File: config.mk
export PLATFORM = sky130hd
export DESIGN_NAME = uart_rx
export DESIGN_NICKNAME = d
export VERILOG_FILES = /design/src/rtl/uart_rx.sv
export SDC_FILE = /design/constraint.sdc
export NUM_CORES = 1
export LEC_CHECK = 0
export ABC_AREA = 1
export CAP_MARGIN = 20
export CORE_MARGIN = 4
export CORE_UTILIZATION = 45
export CTS_BUF_LIST = sky130_fd_sc_hd__clkbuf_4 sky130_fd_sc_hd__clkbuf_8 sky130_fd_sc_hd__clkbuf_16
export CTS_CLUSTER_SIZE = 40
export DETAILED_ROUTE_END_ITERATION = 10
export GPL_TIMING_DRIVEN = 0
export SYNTH_ARGS = -nofsm -noshare
export SYNTH_HDL_FRONTEND = slang
export SYNTH_SLANG_ARGS = --single-unit
File: constraint.sdc
create_clock -name clk -period 2.7 [get_ports clk]
set_input_delay 0.27 -clock clk [delete_from_list [all_inputs] [get_ports clk]]
set_output_delay 0.27 -clock clk [all_outputs]
set_load 0.05 [all_outputs]
File: src/rtl/uart_rx.sv
`timescale 1ns/1ps
// uart_rx: oversampling UART receiver. 8 data bits LSB first, optional
// even/odd parity and one stop bit. A bit is the 3-sample majority taken
// around its centre. Results appear as one-cycle pulses one clock after the
// stop-bit decision.
module uart_rx #(
   parameter int PRESCALE_W = 6
) (
   input  logic                  clk,
   input  logic                  rst,
   input  logic                  rx_in,
   input  logic [PRESCALE_W-1:0] prescale,
   input  logic                  par_en,
   input  logic                  par_typ,
   output logic [7:0]            p_data,
   output logic                  data_valid,
   output logic                  par_err,
   output logic                  stp_err,
   output logic                  busy
);

   typedef enum logic [2:0] {IDLE, START, DATA, PAR, STOP} state_t;

   localparam logic [PRESCALE_W-1:0] ONE_P = PRESCALE_W'(1);
   localparam logic [PRESCALE_W-1:0] P8    = PRESCALE_W'(8);
   localparam logic [PRESCALE_W-1:0] P16   = PRESCALE_W'(16);
   localparam logic [PRESCALE_W-1:0] P32   = PRESCALE_W'(32);

   state_t                  state, next_state;
   logic                    rx_s1, rx_s2, rx_prev;
   logic [PRESCALE_W-1:0]   p_q, p_sel, half;
   logic                    par_en_q, par_typ_q;
   logic [PRESCALE_W-1:0]   edge_cnt;
   logic [2:0]              bit_cnt;
   logic                    samp0, samp1, maj, fall;
   logic                    at_s0, at_s1, at_dec, at_last;
   logic [7:0]              shift_q;
   logic                    par_bad;

   assign half    = p_q >> 1;
   assign at_s0   = (edge_cnt == half - ONE_P);
   assign at_s1   = (edge_cnt == half);
   assign at_dec  = (edge_cnt == half + ONE_P);
   assign at_last = (edge_cnt == p_q - ONE_P);
   assign maj     = (samp0 & samp1) | (samp0 & rx_s2) | (samp1 & rx_s2);
   assign fall    = rx_prev & ~rx_s2;
   assign busy    = (state != IDLE);

   // Map an illegal oversampling ratio onto 8.
   always_comb begin
      // NOTE: every variable written here gets a default first, so no path can infer a latch.
      p_sel = P8;
      if (prescale == P16 || prescale == P32) p_sel = prescale;
   end

   // Two-flop synchronizer plus previous sample for falling-edge detection.
   always_ff @(posedge clk or negedge rst) begin
      // NOTE: sequential state uses non-blocking assignments so all flops update together.
      if (!rst) begin
         rx_s1   <= 1'b1;
         rx_s2   <= 1'b1;
         rx_prev <= 1'b1;
      end else begin
         rx_s1   <= rx_in;
         rx_s2   <= rx_s1;
         rx_prev <= rx_s2;
      end
   end

   // FSM state register.
   always_ff @(posedge clk or negedge rst) begin
      if (!rst) state <= IDLE;
      else      state <= next_state;
   end

   // Next-state logic; STOP leaves at the decision cycle so a start bit in the
   // second half of the stop bit is still caught.
   always_comb begin
      next_state = state;
      case (state)
         IDLE:  if (fall) next_state = START;
         START: if (at_dec && maj) next_state = IDLE;
                else if (at_last)  next_state = DATA;
         DATA:  if (at_last && bit_cnt == 3'd7) next_state = par_en_q ? PAR : STOP;
         PAR:   if (at_last) next_state = STOP;
         STOP:  if (at_dec)  next_state = IDLE;
         default: next_state = IDLE;
      endcase
   end

   // Frame configuration is frozen at the start-bit edge.
   always_ff @(posedge clk or negedge rst) begin
      if (!rst) begin
         p_q       <= P8;
         par_en_q  <= 1'b0;
         par_typ_q <= 1'b0;
      end else if (state == IDLE && fall) begin
         p_q       <= p_sel;
         par_en_q  <= par_en;
         par_typ_q <= par_typ;
      end
   end

   // Oversampling and data-bit counters.
   always_ff @(posedge clk or negedge rst) begin
      if (!rst) begin
         edge_cnt <= '0;
         bit_cnt  <= 3'd0;
      end else begin
         if (state == IDLE || next_state == IDLE) edge_cnt <= '0;
         else if (at_last)                        edge_cnt <= '0;
         else                                     edge_cnt <= edge_cnt + ONE_P;
         if (state != DATA) bit_cnt <= 3'd0;
         else if (at_last)  bit_cnt <= bit_cnt + 3'd1;
      end
   end

   // Centre samples, data shift register and parity check.
   always_ff @(posedge clk or negedge rst) begin
      if (!rst) begin
         // NOTE: the shift register is small, so it is reset along with the control state.
         samp0   <= 1'b1;
         samp1   <= 1'b1;
         shift_q <= 8'h00;
         par_bad <= 1'b0;
      end else begin
         if (state != IDLE && at_s0) samp0 <= rx_s2;
         if (state != IDLE && at_s1) samp1 <= rx_s2;
         if (state == DATA && at_dec) shift_q[bit_cnt] <= maj;
         if (state == START)
            par_bad <= 1'b0;
         else if (state == PAR && at_dec)
            par_bad <= maj ^ (par_typ_q ? ~^shift_q : ^shift_q);
      end
   end

   // Result pulses, registered one clock after the stop-bit decision.
   always_ff @(posedge clk or negedge rst) begin
      if (!rst) begin
         p_data     <= 8'h00;
         data_valid <= 1'b0;
         par_err    <= 1'b0;
         stp_err    <= 1'b0;
      end else begin
         data_valid <= 1'b0;
         par_err    <= 1'b0;
         stp_err    <= 1'b0;
         if (state == STOP && at_dec) begin
            stp_err <= ~maj;
            par_err <= par_bad;
            if (maj && !par_bad) begin
               data_valid <= 1'b1;
               p_data     <= shift_q;
            end
         end
      end
   end

endmodule

==> out/results.ini, run 1 <==
[sta]
period_needed_ps = 2330
fin_skew_ps = 11.9
max_slew_margin_pct = 66.8
setup_viol = 0
hold_viol_final = 0
slew_violations = 0
rsz0062_at_grt = no
max_freq_ghz = 0.430
setup_tns_ps = 0
finalCritPeriodShare_pct = 86.2
worst_slew_pin_slew_ps = 496

[floorplan]
boundaryPins = 23
die_area_um2 = 7060
dieWidth_um = 84.0
start_util_pct = 46.9
die_y_um = 84.0
core_um2 = 5540
rows = 27

[outcome]
status = finished clean

[synth]
yosys_warnings = 0
synth_nets = 357
ys_types = 34
syn_area_um2 = 2600
synth_area_leader_cell = dfrtp_1
syn_inst = 339
synth_top_cell_area_share_pct = 37.5
synthFlopType = dfrtp_1
synth_most_common_cell = nand2_1
async_flop_share_pct = 100
synth_seq_cells = 45
synth.avg_cell_area_um2 = 7.67
ys_seq_area_share_pct = 43.6
synthTopCellsByCount = nand2_1 (103), dfrtp_1 (39), nor2_1 (38)
synth_edf_count = 0
synth_area_leaders = dfrtp_1 (38%), nand2_1 (15%), dfstp_2 (6.1%)

[grt]
antenna_found_initial = 0
track_usage_pct = 16.8
use_met3_pct = 3.85
grt_max_degree = 31
met2_usage_pct = 25.4
busiest_layer = met2
grt_pass1_vias = 2036
globalRouteMet1Util_pct = 24.0
overflow = 0
grt_pass1_wl_mm = 9.58

[cts]
clkLatencyLatePin_ps = 300
cts_setup_buffers = 0
clockRootBuffer = clkbuf_8
cts_buffers = 5
clockBufferDepth = 2
cts_tree = yes
clk_pin_slew_ps = 90
htreeDepth = 2
numClockSinks = 45

[power_and_ir_drop]
internal_power_uw = 920
clkPwrFrac_pct = 34.2
p_per_area_nw_per_um2 = 412
leakage_uw = 0.00148
sequentialPowerShare_pct = 56.3
p_switching_uw = 326
power_frac_comb_pct = 9.5
p_sw_share_pct = 26.1
p_total_uw = 1250
peakVddDrop_mv = 0.340

[placement]
place_congestion = 0.876
dp_hpwl_mm = 4.17
portBuffers = 22
dpl_cell_area_um2 = 2930

[finish]
fin_nets = 388
antenna_cells = 0
final_core_util_pct = 54.6
area_growth_pct = 16.4
final_area_um2 = 3030
drive_above_1_share_pct = 14.6

[critical_path]
cp_max_fo = 10
cp.required_ps = 2900
crit_path_start_kind = flip-flop
end_kind = flip-flop
critPathKind = flip-flop to flip-flop
critPathArrivalTime_ps = 2530

[routing]
num_vias = 2114
drt_iter0_markers = 128
wire_per_inst_um = 12.2
drt_first_pass_iters = 4
drt_drc_violations_left = 0
routed_via_density = 4.77
drt_wl_total_mm = 5.40
ant_nets = 0

[hold_path]
hold_class = flip-flop to flip-flop

[job]
cap_violations = 0

==> routing by layer <==
metal	wire length [µm]	vias up	part of all wire (%)
met1	2900	949	54
met4	75	0	1.4
li1	-	1123	-
met5	0	-	0
met3	248	5	4.6
met2	2180	37	40
==> cell families (layout without fill, tap and decap cells) <==
group                      count (synthesis)  after routing  share of synthesized area [%]
DFF                                       45             45                           43.6
adders and majority gates                  7              7                           3.37
xor gates and xnor gates                  16             16                           5.39
buffers and inverters                     48             80                           7.70
AOI/OAI and AO/OA                         32             32                           7.27
and+or+nand+nor                          191            191                           32.7
==> power groups by stage <==
stage                     Sequential, µW  Combinational, µW  Clock, µW
after floorplan                      713               68.2          0
after global placement               715                115          0
after detailed placement             715                118          0
after CTS                            702                120        449
after global routing                 704                134        476
final                                701                118        427
==> what timing repair did <==
action | CTS | global route
hold buffers | 1 | 0
resized for setup | 0 | 0
hold endpoints to repair | 13 | 0
==> cell usage in the layout (no fill, tap or decap), drive strengths merged <==
cell type	n
nor2	41
nand3	26
nor3b	1
xnor2	4
xor2	12
nand2	115
nand3b	1
nand4	2
nor3	3
inv	45
o22ai	1
buf	5
a21oi	6
ha	7
a2111oi	1
nor4	1
clkdlybuf4s50	21
dfstp	6
clkinvlp	1
o21ai	21
clkbuf	5
o2111ai	1
clkinv	2
dlygate4sd3	1
a21o	2
dfrtp	39
or2	1
==> per-stage QoR <==
| step | hold WS, ps | std cells | setup slack [ps] |
|---|---|---|---|
| floorplan | -25.6 | 339 | 681 |
| global placement | 346 | 433 | 83.5 |
| detailed placement | 218 | 434 | 371 |
| CTS | 360 | 443 | 326 |
| global route | 366 | 443 | 132 |
| finish | 358 | 443 | 372 |
==> final cells by class <==
class	count	area, µm²
multi-input cells	246	1270
repair buffers	24	245
clock buffers	5	68.8
inverters	45	170
plain buffers	3	30.0
well taps	72	90.1
flip-flops and latches	45	1130
clock inverters	3	21.3
fillers	532	2510
==> flip-flops by register name, indices dropped and copies added (netlist names) <==
name / count
samp0: 1
state: 3
par_typ_q: 1
edge_cnt: 6
bit_cnt: 3
par_err: 1
rx_s2: 1
p_q: 6
rx_prev: 1
stp_err: 1
par_bad: 1
data_valid: 1
samp1: 1
shift_q: 8
p_data: 8
par_en_q: 1
rx_s1: 1
==> path summary, 6_finish.rpt <==
path                              from  slack (ps)  depth (start not counted)   endpoint
worst max-delay path            p_q[2]         370                         16  p_data[2]
worst min-delay path             rx_s1         360                          0      rx_s2
worst max register to register  p_q[2]         370                         16  p_data[2]
worst min register to register   rx_s1         360                          0      rx_s2
max in group asynchronous          rst        1720                          3    rx_prev
min in group asynchronous          rst         410                          2     p_q[2]
==> critical path, stage by stage, from the launching register on <==
cell      delay, ps
dfrtp_1         460
inv_2           120
ha_1            320
inv_1            40
nand2_1          40
nand2_1          70
nor2_1          120
nand2_2          80
nor2_4          140
nand2_4          80
clkinv_2         60
nand2_2          70
nor3_4          290
inv_2            70
buf_6           150
nand2_1          60
nand2_1          50
No activity file was read; power rests on OpenSTA's default activity.
==> inputs of run 2 (changes only) <==
==> constraint.sdc (replaced) <==
create_clock -name clk -period 2.6 [get_ports clk]
set_input_delay 0.26 -clock clk [delete_from_list [all_inputs] [get_ports clk]]
set_output_delay 0.26 -clock clk [all_outputs]
set_load 0.05 [all_outputs]
==> results of run 2 <==
The final DEF is identical to that of run 1. Status: finished clean.
Among the figures that moved: setup slack after placement 371 ps -> 271 ps; setup slack after layout 372 ps -> 272 ps; register-to-register setup slack 370 ps -> 270 ps; total power 1250 µW -> 1290 µW; worst IR drop on VDD 0.340 mV -> 0.353 mV
